--- config.mk ---
export PLATFORM = sky130hd
export DESIGN_NAME = dmem_arbiter
export DESIGN_NICKNAME = d
export VERILOG_FILES = /design/src/rtl/dmem_arbiter.sv
export SDC_FILE = /design/constraint.sdc
export NUM_CORES = 1
export LEC_CHECK = 0
export ABC_CLOCK_PERIOD_IN_PS = 1600
export CORE_ASPECT_RATIO = 1.75
export CORE_MARGIN = 5
export CORE_UTILIZATION = 35
export CTS_CLUSTER_SIZE = 16
export DETAILED_ROUTE_END_ITERATION = 10
export PLACE_DENSITY = 0.81
export SYNTH_ARGS = -nofsm -noshare
export SYNTH_HDL_FRONTEND = slang
export SYNTH_SLANG_ARGS = --single-unit
--- constraint.sdc ---
create_clock -name clk -period 1.6 [get_ports clk]
set_input_delay 0.32 -clock clk [delete_from_list [all_inputs] [get_ports clk]]
set_output_delay 0.32 -clock clk [all_outputs]
set_load 0.01 [all_outputs]
--- src/rtl/dmem_arbiter.sv ---
// Two-requester round-robin arbiter in front of the single-port data memory.
// Three stages: accept (grant + legality check), memory access, registered response.
module dmem_arbiter #(
  parameter int ADDR_WIDTH = 32,
  parameter int DATA_WIDTH = 32
) (
  input  logic                  clk,
  input  logic                  reset,
  input  logic                  m0_req,
  input  logic                  m0_we,
  input  logic [2:0]            m0_funct3,
  input  logic [ADDR_WIDTH-1:0] m0_addr,
  input  logic [DATA_WIDTH-1:0] m0_wdata,
  output logic                  m0_gnt,
  output logic                  m0_rvalid,
  output logic [DATA_WIDTH-1:0] m0_rdata,
  output logic                  m0_err,
  input  logic                  m1_req,
  input  logic                  m1_we,
  input  logic [2:0]            m1_funct3,
  input  logic [ADDR_WIDTH-1:0] m1_addr,
  input  logic [DATA_WIDTH-1:0] m1_wdata,
  output logic                  m1_gnt,
  output logic                  m1_rvalid,
  output logic [DATA_WIDTH-1:0] m1_rdata,
  output logic                  m1_err,
  output logic                  mem_wr_en,
  output logic [2:0]            mem_funct3,
  output logic [ADDR_WIDTH-1:0] mem_addr,
  output logic [DATA_WIDTH-1:0] mem_wdata,
  input  logic [DATA_WIDTH-1:0] mem_rdata
);

  function automatic logic access_legal(input logic we, input logic [2:0] f3,
                                        input logic [1:0] a);
    logic f3_ok;
    logic align_ok;
    case (f3)
      3'b000, 3'b001, 3'b010: f3_ok = 1'b1;
      3'b100, 3'b101:         f3_ok = !we;
      default:                f3_ok = 1'b0;
    endcase
    case (f3[1:0])
      2'b01:   align_ok = !a[0];
      2'b10:   align_ok = (a == 2'b00);
      default: align_ok = 1'b1;
    endcase
    return f3_ok && align_ok;
  endfunction

  logic                  last_owner_q, last_owner_d;
  logic                  vld_p1_q, vld_p1_d;
  logic                  owner_p1_q, owner_p1_d;
  logic                  we_p1_q, we_p1_d;
  logic                  err_p1_q, err_p1_d;
  logic [2:0]            funct3_p1_q, funct3_p1_d;
  logic [ADDR_WIDTH-1:0] addr_p1_q, addr_p1_d;
  logic [DATA_WIDTH-1:0] wdata_p1_q, wdata_p1_d;
  logic                  vld_p2_q, vld_p2_d;
  logic                  owner_p2_q, owner_p2_d;
  logic                  err_p2_q, err_p2_d;
  logic [DATA_WIDTH-1:0] rdata_p2_q, rdata_p2_d;

  // Stage A: grant and payload selection; last_owner breaks ties.
  always_comb begin
    m0_gnt = 1'b0;
    m1_gnt = 1'b0;
    if (!reset) begin
      if (m0_req && (!m1_req || last_owner_q)) m0_gnt = 1'b1;
      else if (m1_req)                         m1_gnt = 1'b1;
    end
  end

  always_comb begin
    last_owner_d = last_owner_q;
    if (m0_gnt)      last_owner_d = 1'b0;
    else if (m1_gnt) last_owner_d = 1'b1;
    vld_p1_d    = m0_gnt | m1_gnt;
    owner_p1_d  = m1_gnt;
    we_p1_d     = m1_gnt ? m1_we     : m0_we;
    funct3_p1_d = m1_gnt ? m1_funct3 : m0_funct3;
    addr_p1_d   = m1_gnt ? m1_addr   : m0_addr;
    wdata_p1_d  = m1_gnt ? m1_wdata  : m0_wdata;
    err_p1_d    = !access_legal(we_p1_d, funct3_p1_d, addr_p1_d[1:0]);
  end

  // Stage M: an empty or rejected slot presents idle values so memory is never touched.
  always_comb begin
    mem_wr_en  = 1'b0;
    mem_funct3 = 3'b010;
    mem_addr   = '0;
    mem_wdata  = '0;
    if (vld_p1_q && !err_p1_q) begin
      mem_wr_en  = we_p1_q;
      mem_funct3 = funct3_p1_q;
      mem_addr   = addr_p1_q;
      mem_wdata  = wdata_p1_q;
    end
  end

  always_comb begin
    vld_p2_d   = vld_p1_q;
    owner_p2_d = owner_p1_q;
    err_p2_d   = err_p1_q;
    rdata_p2_d = (vld_p1_q && !err_p1_q && !we_p1_q) ? mem_rdata : '0;
  end

  always_ff @(posedge clk) begin
    if (reset) begin
      last_owner_q <= 1'b1;
      vld_p1_q     <= 1'b0;
      vld_p2_q     <= 1'b0;
    end else begin
      last_owner_q <= last_owner_d;
      vld_p1_q     <= vld_p1_d;
      vld_p2_q     <= vld_p2_d;
    end
  end

  always_ff @(posedge clk) begin
    owner_p1_q  <= owner_p1_d;
    we_p1_q     <= we_p1_d;
    err_p1_q    <= err_p1_d;
    funct3_p1_q <= funct3_p1_d;
    addr_p1_q   <= addr_p1_d;
    wdata_p1_q  <= wdata_p1_d;
    owner_p2_q  <= owner_p2_d;
    err_p2_q    <= err_p2_d;
    rdata_p2_q  <= rdata_p2_d;
  end

  // Stage R: response steered to the owner recorded with the request.
  always_comb begin
    m0_rvalid = vld_p2_q && !owner_p2_q;
    m1_rvalid = vld_p2_q && owner_p2_q;
    m0_err    = m0_rvalid && err_p2_q;
    m1_err    = m1_rvalid && err_p2_q;
    m0_rdata  = m0_rvalid ? rdata_p2_q : '0;
    m1_rdata  = m1_rvalid ? rdata_p2_q : '0;
  end

endmodule

======== Word-level counts from Yosys, hierarchy flattened ========
Index checks and enable logic that the tools add are counted.
cells by class
  eq/ne operators ......................... 6
  bitwise logic cells ..................... 1
  muxes and demuxes ....................... 19
  reduce and logical (&&, ||, !) cells .... 21
operator list
  kind                                                             count
  32-bit 2-to-1 mux                                                6
  1-bit 2-to-1 mux                                                 9
  1-bit logical AND                                                8
  1-bit logical NOT                                                7
  3-bit == test, second input constant                             2
  3-bit 2-to-1 mux                                                 2
  1-bit case mux with 2 select lines                               2
  3-bit by 1-bit == test with 1-bit output, second input constant  1
  3-bit by 2-bit == test with 1-bit output, second input constant  1
  3-bit logical NOT                                                1
  3-bit OR reduction                                               1
  2-bit by 1-bit == test with 1-bit output, second input constant  1
  2-bit == test, second input constant                             1
  2-bit logical NOT                                                1
  2-bit nonzero test                                               1
  2-bit OR reduction                                               1
  1-bit logical OR                                                 1
  1-bit OR                                                         1
word-level totals
  word-level logic and storage cells ...... 59
  input port bits ......................... 172
  register bits ........................... 107
  output and inout port bits .............. 138

======== Logic depth before layout (Yosys ltp) ========
  depth after elaboration ................. 11
  depth in mapped cells ................... 7
  gate-level depth less buffers ........... 5

======== Worst setup path before layout ========
Ideal clock, no wire load.
  path type ............................... reg-to-output
  from .................................... register err_p1_q
  to ...................................... output mem_addr[12]
  cell stages (with the launch flop) ...... 5
  required time ........................... 1.280 ns
  arrival time ............................ 1.083 ns
  setup slack ............................. 0.197 ns
  cells stage by stage .................... dfxtp_1 and2b_1 buf_2 clkbuf_1 and2_1
on the way
  cells in the longest elaborated chain, start to end .. 3
ends and longest elaborated chain
  item                      line  RTL
  start: declaration        55    logic err_p1_q, err_p1_d;
  start signal: assignment  123   err_p1_q <= err_p1_d;
  1-bit logical NOT         93    if (vld_p1_q && !err_p1_q) begin
  1-bit logical AND         93
  32-bit 2-to-1 mux         93
  end: declaration          29    output logic [ADDR_WIDTH-1:0] mem_addr,
Every way passes these cells.

======== Final worst setup path ========
  from .................................... register err_p1_q
  to ...................................... output mem_addr[6]
Same word-level chain as after synthesis.

==> out/qor.txt <==
worst skew pair latency: 340 ps
worst setup margin: -209 ps
Synth Area in Adders: 0%
CTS buffer count: 9
Critical Path AT: 1490 ps
clock-pin slew on the worst setup and hold paths: 70 ps
CP Capture Type: primary output
area taken by flip-flops and latches: 0.00215 mm2
drt pass-1 iters: 4
Hold WS: 326 ps
violated checks: negative setup slack
Sink Count: 107
cell taking the most area after synthesis: dfxtp_1
R2R Path End: rdata_p2_q[13]$_SDFF_PN0_
Slew HR: 55.8%
Post-Synth Simple-Gate Area: 43.7%
register area share after synthesis: 49.7%
crit-path max FO: 6
max frequency: 553 MHz
r2r setup slk: -10 ps
gpl congestion: 0.845
crit path launch type: register
reg2reg path depth: 8
crit path to: mem_addr[6]
pwr dens: 727 mW/mm2
largest family of logic cells by synthesized area: simple AND/OR/NAND/NOR gates
multi-input logic area: 0.00249 mm2
H-tree depth: 3
# nets final: 1053
DR vias/cell: 4.76
FF+latch count, synth: 107
Compound-Gate Fraction of Synth Area: 2.79%
vias in the first global route: 5109
Synth cell types: 25
initial antenna violation count: 0
Hold Vio Cnt, Final: 0
initial DRC count: 178
routed vias: 4999
WP data required: 1280 ps
Synth area leaders: dfxtp_1, and2_1, nand2_1
Core Rows: 53
Min Clock Period, post-route: 1810 ps
Tightest Hold Check Type: register to register
share of the synthesized area in the top cell type: 49.7%
overall routed net length: 21500 um
Area Growth Syn to Fin: 116%
number of buffers added on ports: 309
hold buffers post-CTS: 0
die width: 93.9 um
Yosys warning total: 0
post-synthesis cell count: 533
Post-Synthesis Cell Area: 0.00431 mm2
Post-Syn Nets: 705
layout cells sized above 1: 42.9%
Root Buffer: clkbuf_16
period utilisation layout: 113%
n_diodes: 0
GR Util All Layers: 25.0%
outcome: finished with violations
deepest clock path buffer count: 2
first-pass GRT wire length: 27700 um
Leakage: 4.38 nW
setup repair after global routing missed its margin: true
reg2reg start: err_p1_q$_DFF_P_
DR DRC count: 0
Slew Limit Fails: 0
largest net degree at the start of global routing: 65
crit path from: err_p1_q$_DFF_P_
TritonCTS clock tree: yes
IO Pins: 310
Initial Util: 35.7%
TNS Setup: -15300 ps
Die Y: 157 um
DR WL/cell: 20.4 um
Setup Viol. Count Final: 137
post-synthesis xor/xnor area fraction: 0%
Peak VDD IR: 0.519 mV
maximum capacitance violations: 0
GRT Residual Overflow: 0
fill count: 767
Worst Tran Pin Value: 662 ps
Max Clock Skew: 7.94 ps
Core Box Area: 0.0121 mm2
full die area: 0.0147 mm2
Final ANT Viol Nets: 0
critical path class: register to primary output
post-DP HPWL: 12900 um
syn avg cell area: 8.09 um2
mux cell area share after synthesis: 0%
synth_stat cells:
library cell	count
a2111oi_2	2
a211oi_1	3
a21boi_0	2
a21boi_1	2
a21o_1	2
a21oi_1	2
and2_1	134
and2b_1	2
and3_1	35
buf_2	13
buf_6	3
clkbuf_1	17
dfxtp_1	107
inv_2	1
nand2_1	193
nand2_2	1
nand2b_1	2
nand3_1	1
nor2_1	1
nor2b_1	3
nor2b_4	1
nor3b_1	1
o21ai_1	1
o21bai_1	1
or2_1	3
routing by layer:
layer  vias to the layer above  GRT usage, %  part of all wire, %  wire length (um)
met3                        75          7.12                  6.7              1440
li1                       2342             -                    -                 -
met5                         -             0                    0                 0
met2                       251          48.2                   55             11800
met1                      2331          22.7                   32              6900
met4                         0          13.4                  6.0              1300
registers in the layout, summed over array words and instances, names as in the netlist:
register      count
addr_p1_q        32
vld_p1_q          1
wdata_p1_q       32
err_p2_q          1
owner_p1_q        1
owner_p2_q        1
vld_p2_q          1
we_p1_q           1
funct3_p1_q       3
err_p1_q          1
last_owner_q      1
rdata_p2_q       32
worst min path at each step:
stage          depth (start not counted)            endpoint                from  slack (ps)
6_report                               0  owner_p2_q$_DFF_P_  owner_p1_q$_DFF_P_         330
2_1_floorplan                          0  owner_p2_q$_DFF_P_  owner_p1_q$_DFF_P_         310
3_5_place_dp                           0  owner_p2_q$_DFF_P_  owner_p1_q$_DFF_P_         310
3_3_place_gp                           0  owner_p2_q$_DFF_P_  owner_p1_q$_DFF_P_         310
4_1_cts                                0  owner_p2_q$_DFF_P_  owner_p1_q$_DFF_P_         330
5_1_grt                                0  owner_p2_q$_DFF_P_  owner_p1_q$_DFF_P_         350
report_power, final:
group	total [mW]	switching (mW)	internal (mW)
logic	1.67	0.619	1.05
clock network	2.17	0.958	1.21
registers	2.93	0.0767	2.85
total	6.77	1.65	5.12
critical path, cell delays in order (launching register included):
cell and delay (ps):
dfxtp_2 310, and2b_4 270, buf_12 120, buf_16 110, buf_6 100, and2_4 140, buf_6 100
placed cells by master (no fill, tap or decap), types with 8 or more instances in the layout:
cell and n:
and2_1 15, buf_4 12, buf_6 136, buf_12 16, and2_4 119, nand2_1 192, dfxtp_1 103, clkbuf_16 16
buf_2 16, clkdlybuf4s50_1 168, and3_4 32, buf_16 8
cells by family (layout without fill, tap and decap cells):
group           after synthesis  in the layout
flops                       107            107
buf+inv                      34            386
compound gates               15             15
simple gates                377            377
final cells by class:
cell class	instances	area share, %
sequential	107	23.1
multi-input combinational	392	26.7
clock inverter	6	0.698
timing repair buffer	370	44.8
inverter	1	0.0403
clock buffer	9	2.42
tap	165	2.22
stage by stage:
stage	power [mW]	instance area, um2	util, %	worst slack, ps	instances
2_1_floorplan	3.35	4310	-	197	533
3_3_place_gp	4.12	7660	63.4	-425	993
3_5_place_dp	4.15	7660	63.4	-531	993
4_1_cts	6.70	8780	72.8	-269	1047
5_1_grt	7.03	9320	77.2	-266	1050
6_report	6.77	9320	77.2	-209	1050
what timing repair did:
item / 4_1_cts / 5_1_grt
gates resized for setup: 777 / 130
buffers inserted: 26 / 1
pin swaps: 46 / 59
setup endpoints to repair: 138 / 169
cloned: 13 / 8
(Power assumes the default switching activity.)
==> patch (config.mk and constraints unchanged) <==
`DATA_WIDTH`: 32 -> 64.
--- a/src/rtl/dmem_arbiter.sv
+++ b/src/rtl/dmem_arbiter.sv
@@ -2,7 +2,7 @@
 // Three stages: accept (grant + legality check), memory access, registered response.
 module dmem_arbiter #(
   parameter int ADDR_WIDTH = 32,
-  parameter int DATA_WIDTH = 32
+  parameter int DATA_WIDTH = 64
 ) (
   input  logic                  clk,
   input  logic                  reset,
Ports: changed (6 resized); port bits go from 310 to 502. No check against the original RTL was run, so the function may have changed too.
==> patch against the unedited design <==
The flow still finishes with violations (negative setup slack). Core utilization rose by 0.18 points. Sequential cell count rose by 64. Worst setup slack lost 0.24 ns. Wire length is 83% higher. Die area up 53%. Cell area grew 59%. Total power grew 69%. Synthesized cell count grew 59%. Area after synthesis grew 59%. Sequential share of layout area increased by 0.067 points. Largest cell class unchanged. Highest routed layer unchanged.
==> patch: results (changes against the unedited design) <==
Status
  – Status: complete, but fails checks (unchanged)
  – Failing checks: negative setup slack (unchanged)

Setup path
  – Worst EP arrival: 1.73 ns (was 1.49 ns)
  – Critical Path End: mem_wdata[20] (was mem_addr[6])
  – Reg2Reg Launch Point: last_owner_q$_SDFFE_PP1P_ (was err_p1_q$_DFF_P_)
  – Reg-to-reg critical path endpoint: err_p1_q$_DFF_P_ (was rdata_p2_q[13]$_SDFF_PN0_)

Drt
  – Vias per cell: 4.85 (was 4.76)
  – Vias post-DR: 8173 (was 4999)

Cells and area
  – Layout Nets: 1695 (was 1053)
  – Layout cell share with drive strength beyond 1: 39.2% (was 42.9%)

Power
  – Comb power frac: 23.6% (was 24.7%)
  – Switching Fraction: 26.6% (was 24.4%)
  – Pwr dens: 770 mW/mm^2 (was 727 mW/mm^2)
  – LEAKAGE: 7.12 nW (was 4.38 nW)

Clocking
  – # H-tree levels: 4 (was 3)
  – CTS resizes: 823 (was 777)

Timing
  – Final setup vio count: 233 (was 137)
  – Setup TNS: -64.95 ns (was -15.30 ns)
  – Worst-Margin Slew: 0.519 ns (was 0.662 ns)
  – Skew final: 0.0151 ns (was 0.00794 ns)
  – Final worst slack: -0.445 ns (was -0.209 ns)

GRT
  – Antenna violations before repair: 5 (was 0)

Synthesis
  – Seq/Total Area, Yosys: 50.0% (was 49.7%)
  – Synth cell types: 27 (was 25)
  – Main area contributors after synthesis: dfxtp_1 50%, and2_1 21%, nand2_1 16% (was dfxtp_1 50%, and2_1 19%, nand2_1 17%)

Hold path
  – Worst hold path depth: 2 (was 0)

Placement
  – Port bufs: 501 (was 309)
==> patch: area by class of cell <==
type                       count  area (sq um)
fill                        1213          4340
inverter                       1          11.3
tap                          241           302
clock buffer                  17           425
clock inverter                15           138
antenna                        5          12.5
multi-input combinational    616          3750
sequential                   171          3440
timing repair buffer         620          6790
==> patch: kinds of logic after synthesis <==
kind of cell | after synthesis | share of synthesized area, %
buffers and inverters | 62 | 3.98
DFF | 171 | 50.0
AOI/OAI and AO/OA | 15 | 1.61
and+or+nand+nor | 601 | 44.5
==> patch: worst reg2reg max path, delay by kind of cell (launching register included) <==
family                 cells  cell delay, ns
buffers and inverters      1            0.15
and+or+nand+nor            2            0.24
DFF                        1            0.39
AOI/OAI and AO/OA          2            0.67
==> patch: routing by layer <==
metal  part of all wire [%]  up-vias  global-route usage, %  wire [um]
met5                      0        -                      0          0
met4                    7.1        0                   19.7       2770
met3                    9.4      136                   11.5       3690
met2                     54      468                   52.5      21200
met1                     30     3780                   23.7      11600
li1                       -     3789                      -          -
